$ cat config.mk
export PLATFORM = sky130hd
export DESIGN_NAME = apb_master_bridge_flat
export DESIGN_NICKNAME = d
export VERILOG_FILES = /design/src/rtl/apb_pkg.sv /design/src/rtl/apb_master_bridge_if.sv /design/src/rtl/apb_wait_timer.sv /design/src/rtl/apb_master_bridge.sv /design/src/flat_wrapper.sv
export SDC_FILE = /design/constraint.sdc
export NUM_CORES = 1
export LEC_CHECK = 0
export BUFFER_PORTS_ARGS = -buffer_cell sky130_fd_sc_hd__buf_2
export CAP_MARGIN = 20
export CORE_MARGIN = 2
export CORE_UTILIZATION = 30
export CTS_CLUSTER_SIZE = 24
export DETAILED_ROUTE_END_ITERATION = 6
export PLACE_DENSITY = 0.64
export SYNTH_ARGS = -nofsm -noshare
export SYNTH_HDL_FRONTEND = slang
export SYNTH_SLANG_ARGS = --single-unit
export TNS_END_PERCENT = 5
$ cat constraint.sdc
create_clock -name clk -period 9.7 [get_ports clk]
set_clock_uncertainty 0.15 [all_clocks]
set_input_delay 2.425 -clock clk [delete_from_list [all_inputs] [get_ports clk]]
set_output_delay 2.425 -clock clk [all_outputs]
set_load 0.02 [all_outputs]
$ cat src/rtl/apb_pkg.sv
// Shared definitions for the APB master bridge.
//   APB_ADDR_W / APB_DATA_W : bus widths
//   APB_ERR_DATA            : read data returned on decode error or timeout
//   apb_state_t             : bridge sequencing states
package apb_pkg;

  localparam int APB_ADDR_W = 32;
  localparam int APB_DATA_W = 32;

  localparam logic [APB_DATA_W-1:0] APB_ERR_DATA = 32'hdeadbeef;

  typedef enum logic [1:0] {
    IDLE   = 2'd0,
    SETUP  = 2'd1,
    ACCESS = 2'd2,
    DECERR = 2'd3
  } apb_state_t;

endpackage

$ cat src/rtl/apb_master_bridge_if.sv
// APB bus between the bridge (master) and the peripheral slaves.
//   PADDR, PSEL, PENABLE, PWRITE, PWDATA : master -> slave
//   PRDATA, PREADY, PSLVERR              : slave -> master
interface apb_master_bridge_if #(
  parameter int NUM_SLV = 4
);
  import apb_pkg::*;

  logic [APB_ADDR_W-1:0] PADDR;
  logic [NUM_SLV-1:0]    PSEL;
  logic                  PENABLE;
  logic                  PWRITE;
  logic [APB_DATA_W-1:0] PWDATA;
  logic [APB_DATA_W-1:0] PRDATA;
  logic                  PREADY;
  logic                  PSLVERR;

  modport master (
    output PADDR, PSEL, PENABLE, PWRITE, PWDATA,
    input  PRDATA, PREADY, PSLVERR
  );

  modport slave (
    input  PADDR, PSEL, PENABLE, PWRITE, PWDATA,
    output PRDATA, PREADY, PSLVERR
  );

endinterface

$ cat src/rtl/apb_wait_timer.sv
// Wait-state timer for the ACCESS phase.
//   clk, rst : clock, async active-high reset
//   clr      : zero the count (entry to SETUP)
//   en       : this cycle is an ACCESS cycle with PREADY low
//   expired  : this wait cycle is the TIMEOUT-th one; abort at the next edge
// TIMEOUT = 0 disables the timer (expired never asserts).
module apb_wait_timer #(
  parameter int TIMEOUT = 16
) (
  input  logic clk,
  input  logic rst,
  input  logic clr,
  input  logic en,
  output logic expired
);

  localparam int CNT_W = (TIMEOUT > 0) ? $clog2(TIMEOUT + 1) : 1;
  localparam logic [CNT_W-1:0] CNT_MAX = CNT_W'(TIMEOUT);

  logic [CNT_W-1:0] cnt;

  // Saturates at TIMEOUT so a stuck enable can never wrap the count.
  always_ff @(posedge clk or posedge rst) begin
    if (rst) begin
      cnt <= '0;
    end else if (clr) begin
      cnt <= '0;
    end else if (en && (cnt != CNT_MAX)) begin
      cnt <= cnt + 1'b1;
    end
  end

  // cnt holds the waits already seen; this cycle's wait makes it cnt + 1.
  assign expired = (TIMEOUT != 0) && en && ((int'({1'b0, cnt}) + 1) >= TIMEOUT);

endmodule

$ cat src/rtl/apb_master_bridge.sv
// APB initiator: takes single read/write requests from an on-chip requester,
// decodes the target slave from the address, runs the SETUP/ACCESS sequence
// with a PREADY timeout and returns read data plus error status.
//   clk, rst                      : clock, async active-high reset
//   req_valid/req_ready           : request handshake (ready only in IDLE)
//   req_write/req_addr/req_wdata  : request fields, latched on accept
//   rsp_valid                     : one-cycle response pulse, no backpressure
//   rsp_rdata/rsp_err/rsp_timeout : response fields, held until next response
//   apb                           : APB master port
module apb_master_bridge
  import apb_pkg::*;
#(
  parameter int NUM_SLV = 4,
  parameter int SLV_LSB = 12,
  parameter int TIMEOUT = 16
) (
  input  logic                  clk,
  input  logic                  rst,
  input  logic                  req_valid,
  output logic                  req_ready,
  input  logic                  req_write,
  input  logic [APB_ADDR_W-1:0] req_addr,
  input  logic [APB_DATA_W-1:0] req_wdata,
  output logic                  rsp_valid,
  output logic [APB_DATA_W-1:0] rsp_rdata,
  output logic                  rsp_err,
  output logic                  rsp_timeout,
  apb_master_bridge_if.master   apb
);

  localparam int IDX_W = (NUM_SLV > 1) ? $clog2(NUM_SLV) : 1;

  apb_state_t            state_q;
  apb_state_t            state_d;
  logic [IDX_W-1:0]      idx_q;
  logic [IDX_W-1:0]      req_idx;
  logic [APB_ADDR_W-1:0] req_win;
  logic                  dec_ok;
  logic                  accept;

  logic [NUM_SLV-1:0]    psel_d;
  logic                  penable_d;
  logic                  rsp_valid_d;
  logic [APB_DATA_W-1:0] rsp_rdata_d;
  logic                  rsp_err_d;
  logic                  rsp_timeout_d;

  logic                  timer_clr;
  logic                  timer_en;
  logic                  timer_expired;

  assign req_ready = (state_q == IDLE) && !rst;
  assign accept    = req_valid && req_ready;

  // The whole address above SLV_LSB is compared, so windows past the last
  // slave become decode errors instead of aliasing onto a real slave.
  assign req_win = req_addr >> SLV_LSB;
  assign dec_ok  = req_win < APB_ADDR_W'(NUM_SLV);
  assign req_idx = req_addr[SLV_LSB +: IDX_W];

  apb_wait_timer #(
    .TIMEOUT (TIMEOUT)
  ) u_wait_timer (
    .clk     (clk),
    .rst     (rst),
    .clr     (timer_clr),
    .en      (timer_en),
    .expired (timer_expired)
  );

  always_ff @(posedge clk or posedge rst) begin
    if (rst) begin
      state_q <= IDLE;
    end else begin
      state_q <= state_d;
    end
  end

  // Bus and response outputs are computed for the next cycle here and
  // registered below, so every output except req_ready comes from a flop.
  always_comb begin
    state_d       = state_q;
    psel_d        = '0;
    penable_d     = 1'b0;
    rsp_valid_d   = 1'b0;
    rsp_rdata_d   = rsp_rdata;
    rsp_err_d     = rsp_err;
    rsp_timeout_d = rsp_timeout;
    timer_clr     = 1'b0;
    timer_en      = 1'b0;

    case (state_q)
      IDLE: begin
        if (accept) begin
          if (dec_ok) begin
            state_d   = SETUP;
            psel_d    = NUM_SLV'(1) << req_idx;
            timer_clr = 1'b1;
          end else begin
            state_d = DECERR;
          end
        end
      end

      SETUP: begin
        state_d   = ACCESS;
        psel_d    = NUM_SLV'(1) << idx_q;
        penable_d = 1'b1;
      end

      ACCESS: begin
        if (apb.PREADY) begin
          state_d       = IDLE;
          rsp_valid_d   = 1'b1;
          rsp_rdata_d   = apb.PWRITE ? '0 : apb.PRDATA;
          rsp_err_d     = apb.PSLVERR;
          rsp_timeout_d = 1'b0;
        end else begin
          timer_en = 1'b1;
          if (timer_expired) begin
            state_d       = IDLE;
            rsp_valid_d   = 1'b1;
            rsp_rdata_d   = APB_ERR_DATA;
            rsp_err_d     = 1'b1;
            rsp_timeout_d = 1'b1;
          end else begin
            psel_d    = NUM_SLV'(1) << idx_q;
            penable_d = 1'b1;
          end
        end
      end

      DECERR: begin
        state_d       = IDLE;
        rsp_valid_d   = 1'b1;
        rsp_rdata_d   = APB_ERR_DATA;
        rsp_err_d     = 1'b1;
        rsp_timeout_d = 1'b0;
      end

      default: begin
        state_d = IDLE;
      end
    endcase
  end

  // PADDR/PWRITE/PWDATA load only on accept and otherwise keep their value,
  // including through IDLE.
  always_ff @(posedge clk or posedge rst) begin
    if (rst) begin
      apb.PADDR   <= '0;
      apb.PWRITE  <= 1'b0;
      apb.PWDATA  <= '0;
      apb.PSEL    <= '0;
      apb.PENABLE <= 1'b0;
      idx_q       <= '0;
      rsp_valid   <= 1'b0;
      rsp_rdata   <= '0;
      rsp_err     <= 1'b0;
      rsp_timeout <= 1'b0;
    end else begin
      if (accept) begin
        apb.PADDR  <= req_addr;
        apb.PWRITE <= req_write;
        apb.PWDATA <= req_wdata;
        idx_q      <= req_idx;
      end
      apb.PSEL    <= psel_d;
      apb.PENABLE <= penable_d;
      rsp_valid   <= rsp_valid_d;
      rsp_rdata   <= rsp_rdata_d;
      rsp_err     <= rsp_err_d;
      rsp_timeout <= rsp_timeout_d;
    end
  end

endmodule

$ cat src/flat_wrapper.sv
// flat-port wrapper written by rule: the top's interface ports become plain ports
module apb_master_bridge_flat import apb_pkg::*;
#(
  parameter int NUM_SLV = 4,
  parameter int SLV_LSB = 12,
  parameter int TIMEOUT = 16
)
  (clk, rst, req_valid, req_ready, req_write, req_addr, req_wdata, rsp_valid, rsp_rdata, rsp_err, rsp_timeout, apb_PADDR, apb_PSEL, apb_PENABLE, apb_PWRITE, apb_PWDATA, apb_PRDATA, apb_PREADY, apb_PSLVERR);
  apb_master_bridge_if #(.NUM_SLV(NUM_SLV)) apb_i ();
  input  logic clk;
  input  logic rst;
  input  logic req_valid;
  output logic req_ready;
  input  logic req_write;
  input  logic [APB_ADDR_W-1:0] req_addr;
  input  logic [APB_DATA_W-1:0] req_wdata;
  output logic rsp_valid;
  output logic [APB_DATA_W-1:0] rsp_rdata;
  output logic rsp_err;
  output logic rsp_timeout;
  output wire logic [$bits(apb_i.PADDR)-1:0] apb_PADDR;
  output wire logic [$bits(apb_i.PSEL)-1:0] apb_PSEL;
  output wire logic [$bits(apb_i.PENABLE)-1:0] apb_PENABLE;
  output wire logic [$bits(apb_i.PWRITE)-1:0] apb_PWRITE;
  output wire logic [$bits(apb_i.PWDATA)-1:0] apb_PWDATA;
  input wire logic [$bits(apb_i.PRDATA)-1:0] apb_PRDATA;
  input wire logic [$bits(apb_i.PREADY)-1:0] apb_PREADY;
  input wire logic [$bits(apb_i.PSLVERR)-1:0] apb_PSLVERR;
  assign apb_PADDR = apb_i.PADDR;
  assign apb_PSEL = apb_i.PSEL;
  assign apb_PENABLE = apb_i.PENABLE;
  assign apb_PWRITE = apb_i.PWRITE;
  assign apb_PWDATA = apb_i.PWDATA;
  assign apb_i.PRDATA = apb_PRDATA;
  assign apb_i.PREADY = apb_PREADY;
  assign apb_i.PSLVERR = apb_PSLVERR;
  apb_master_bridge #(.NUM_SLV(NUM_SLV), .SLV_LSB(SLV_LSB), .TIMEOUT(TIMEOUT)) u_core (.clk(clk), .rst(rst), .req_valid(req_valid), .req_ready(req_ready), .req_write(req_write), .req_addr(req_addr), .req_wdata(req_wdata), .rsp_valid(rsp_valid), .rsp_rdata(rsp_rdata), .rsp_err(rsp_err), .rsp_timeout(rsp_timeout), .apb(apb_i));
endmodule
==> impl_metrics.py <==
metrics = {
    "yosys": {
        "yosys-top-cells-area": "dfrtp_1 57%, mux2_2 16%, mux2_4 6.1%, o21ai_0 3.1%, inv_1 2.9%",
        "synth_warnings": 0,
        "synth_area_leader_cell": "dfrtp_1",
        "synthDistinctLibCells": 43,
        "synth.most_common_cell": "dfrtp_1",
        "netlist_instances": 368,
        "synth_enable_flop_cells": 0,
        "synthArstFlopShare_pct": 100,
        "syn_avg_cell_area_um2": 13.3,
        "synth-seq-cells": 112,
        "synth_nets": 477,
        "syn-cell-area_um2": 4910,
        "yosysSeqAreaShare_pct": 57.1,
        "yosys_most_used_dff": "dfrtp_1",
        "netlist_top_cells_count": "112 x dfrtp_1, 69 x mux2_2, 38 x inv_1",
        "yosysTopAreaCellShare_pct": 57.1,
    },
    "detailed_routing": {
        "ant_nets": 0,
        "drt-initial-drc-count": 81,
        "wl_per_cell_um": 14.4,
        "vias_per_cell": 4.42,
        "wl_um": 11500,
        "top_layer_used": "met4",
        "first_pass_iters": 4,
        "wl_met2_um": 5850,
        "num_vias": 3510,
        "wl_met1_um": 4710,
        "drc": 0,
        "wl_met3_um": 588,
    },
    "grt": {
        "grt_pass1_wl_um": 18800,
        "grt_max_degree": 74,
        "antenna_found_initial": 0,
        "track_usage_pct": 13.3,
        "first_global_vias": 3787,
        "overflow": 0,
    },
    "clocking": {
        "htreeDepth": 3,
        "ctsResizeCount": 0,
        "cts_root_buffer": "clkbuf_16",
        "clkTransAtPathRegs_ps": 70,
        "hold_buffers": 0,
        "post_cts_buffers": 0,
        "numCtsBuffers": 9,
        "cts_tree": "built",
        "cts.path.max_buffers": 2,
        "cts_num_sinks": 112,
        "worstSkewPairLatency_ps": 350,
    },
    "sta": {
        "period_minus_slack_ps": 5390,
        "setup-violations-final": 0,
        "holdWs_ps": 335,
        "tightest_slew_ps": 925,
        "max_freq_ghz": 0.186,
        "hold_violations": 0,
        "timing.final.ws_setup_ps": 4310,
        "fin_crit_sh_pct": 55.5,
        "finalMaxSlewViolations": 0,
        "rsz0062_at_grt": "false",
        "relSlewSlack_pct": 38.4,
        "tns_ps": 0,
    },
    "floorplanning": {
        "ios": 208,
        "initial_core_util_pct": 30.8,
        "die_area_um2": 17400,
        "coreArea_um2": 15900,
        "fp.dieH_um": 132,
        "num_rows": 46,
        "die-width_um": 132,
    },
    "placement": {
        "dpl.hpwl_um": 8310,
        "gp_congestion": 0.718,
        "port_buffers": 207,
        "dpl_cell_area_um2": 6140,
        "post-place-ws_ps": 4310,
    },
    "power": {
        "switchingPower_w": 0.000873,
        "p_clk_share_pct": 18.7,
        "p_leak_nw": 3.20,
        "p_int_w": 0.00136,
        "p_comb_share_pct": 44.3,
        "peakVddDrop_uv": 133,
        "p_per_area_nw_per_um2": 344,
        "pwr-share-seq_pct": 37.0,
        "swShare_pct": 39.2,
    },
    "layout": {
        "stdcell_area_um2": 6470,
        "drive_above_1_share_pct": 56.2,
        "diodes": 0,
        "syn_to_final_growth_pct": 31.9,
        "nNetsFinal": 682,
        "final_util_pct": 40.6,
    },
    "run": {
        "maxCapViolations": 0,
    },
    "critical_path": {
        "end_kind": "primary output",
        "critPathMaxFanout": 3,
        "required_ps": 7130,
        "path_class": "input pin to primary output",
        "r2r_slack_ps": 7200,
        "worst_ep_arrival_time_ps": 2810,
        "worst_setup_path_start_kind": "input pin",
    },
    "min_path": {
        "hp-class": "register to register",
    },
    "status": {
        "status": "finished clean",
    },
}
final cells by class:
| type | instances | area (µm²) |
|---|---|---|
| Clock buffer | 9 | 225 |
| Clock inverter | 7 | 108 |
| Fill cell | 1534 | 9470 |
| Inverter | 38 | 145 |
| Multi-Input combinational cell | 201 | 1850 |
| Sequential cell | 112 | 2800 |
| Tap cell | 216 | 270 |
| Timing Repair Buffer | 211 | 1070 |
flip-flops by register name, indices dropped and copies added, names as in the netlist:
signal / count
u_core.apb.PWDATA: 32
u_core.rsp_rdata: 32
u_core.apb.PADDR: 31
u_core.u_wait_timer.cnt: 5
u_core.apb.PSEL: 4
u_core.state_q: 2
u_core.apb.PENABLE: 1
u_core.apb.PWRITE: 1
u_core.idx_q: 1
u_core.rsp_err: 1
u_core.rsp_timeout: 1
u_core.rsp_valid: 1
logic make-up (layout without fill, tap and decap cells):
group           Yosys count  count (layout)  share of synthesized area (%)
flops                   112             112                           57.1
mux                      98              98                           23.8
buf+inv                  55             265                           5.08
simple gates             48              48                           6.10
compound gates           44              44                           5.38
fa+ha+maj                 7               7                           1.79
xor+xnor                  4               4                          0.714
stage by stage:
| stage | total power, W | std cells |
|---|---|---|
| final | 0.00223 | 794 |
| after global routing | 0.00236 | 794 |
| after floorplan | 0.00152 | 368 |
| after detailed placement | 0.00183 | 778 |
| after global placement | 0.00180 | 778 |
| after CTS | 0.00226 | 794 |
layout by cell type (no fill, tap or decap), types with 2 or more instances in the layout:
cell / n
inv_8: 2
dfrtp_1: 112
nand2b_1: 3
bufinv_16: 2
xor2_1: 2
mux2_4: 20
mux2i_1: 8
ha_1: 7
nor2b_1: 5
nand3b_1: 2
xnor2_1: 2
inv_1: 37
buf_4: 4
nand4_1: 4
mux2_2: 69
inv_6: 2
nor3b_1: 2
o22ai_1: 2
clkbuf_16: 9
a21oi_1: 3
or4_1: 3
nand2_1: 11
nor2_1: 8
o21ai_0: 30
buf_2: 207
nand4b_1: 2
power by group through the flow:
stage / combinational, W / clock (W) / sequential, W
detailed placement: 0.00100 / 0 / 0.000832
global placement: 0.000982 / 0 / 0.000818
finish: 0.000987 / 0.000417 / 0.000825
CTS: 0.00100 / 0.000433 / 0.000827
global route: 0.00106 / 0.000451 / 0.000855
floorplan: 0.000441 / 0 / 0.00107
metal layers:
| layer | vias up | global-route usage [%] |
|---|---|---|
| met1 | 1709 | 15.3 |
| met2 | 115 | 23.3 |
| met5 | - | 0 |
| met4 | 0 | 6.52 |
| li1 | 1664 | - |
| met3 | 22 | 3.19 |
worst max-delay path: stages:
cell     delay, ps
buf_2          120
nor2b_1         90
buf_2          170
final timing paths:
check                                          start                    to  depth (start not counted)
worst max-delay path                             rst             req_ready                          3
worst min-delay path            u_core.rsp_rdata[31]  u_core.rsp_rdata[31]                          1
worst max register to register     u_core.state_q[1]     u_core.state_q[1]                          7
worst min register to register  u_core.rsp_rdata[31]  u_core.rsp_rdata[31]                          1
max in group asynchronous                        rst  u_core.rsp_rdata[12]                          3
min in group asynchronous                        rst  u_core.apb.PADDR[10]                          2
No activity file was read; power rests on OpenSTA's default activity.
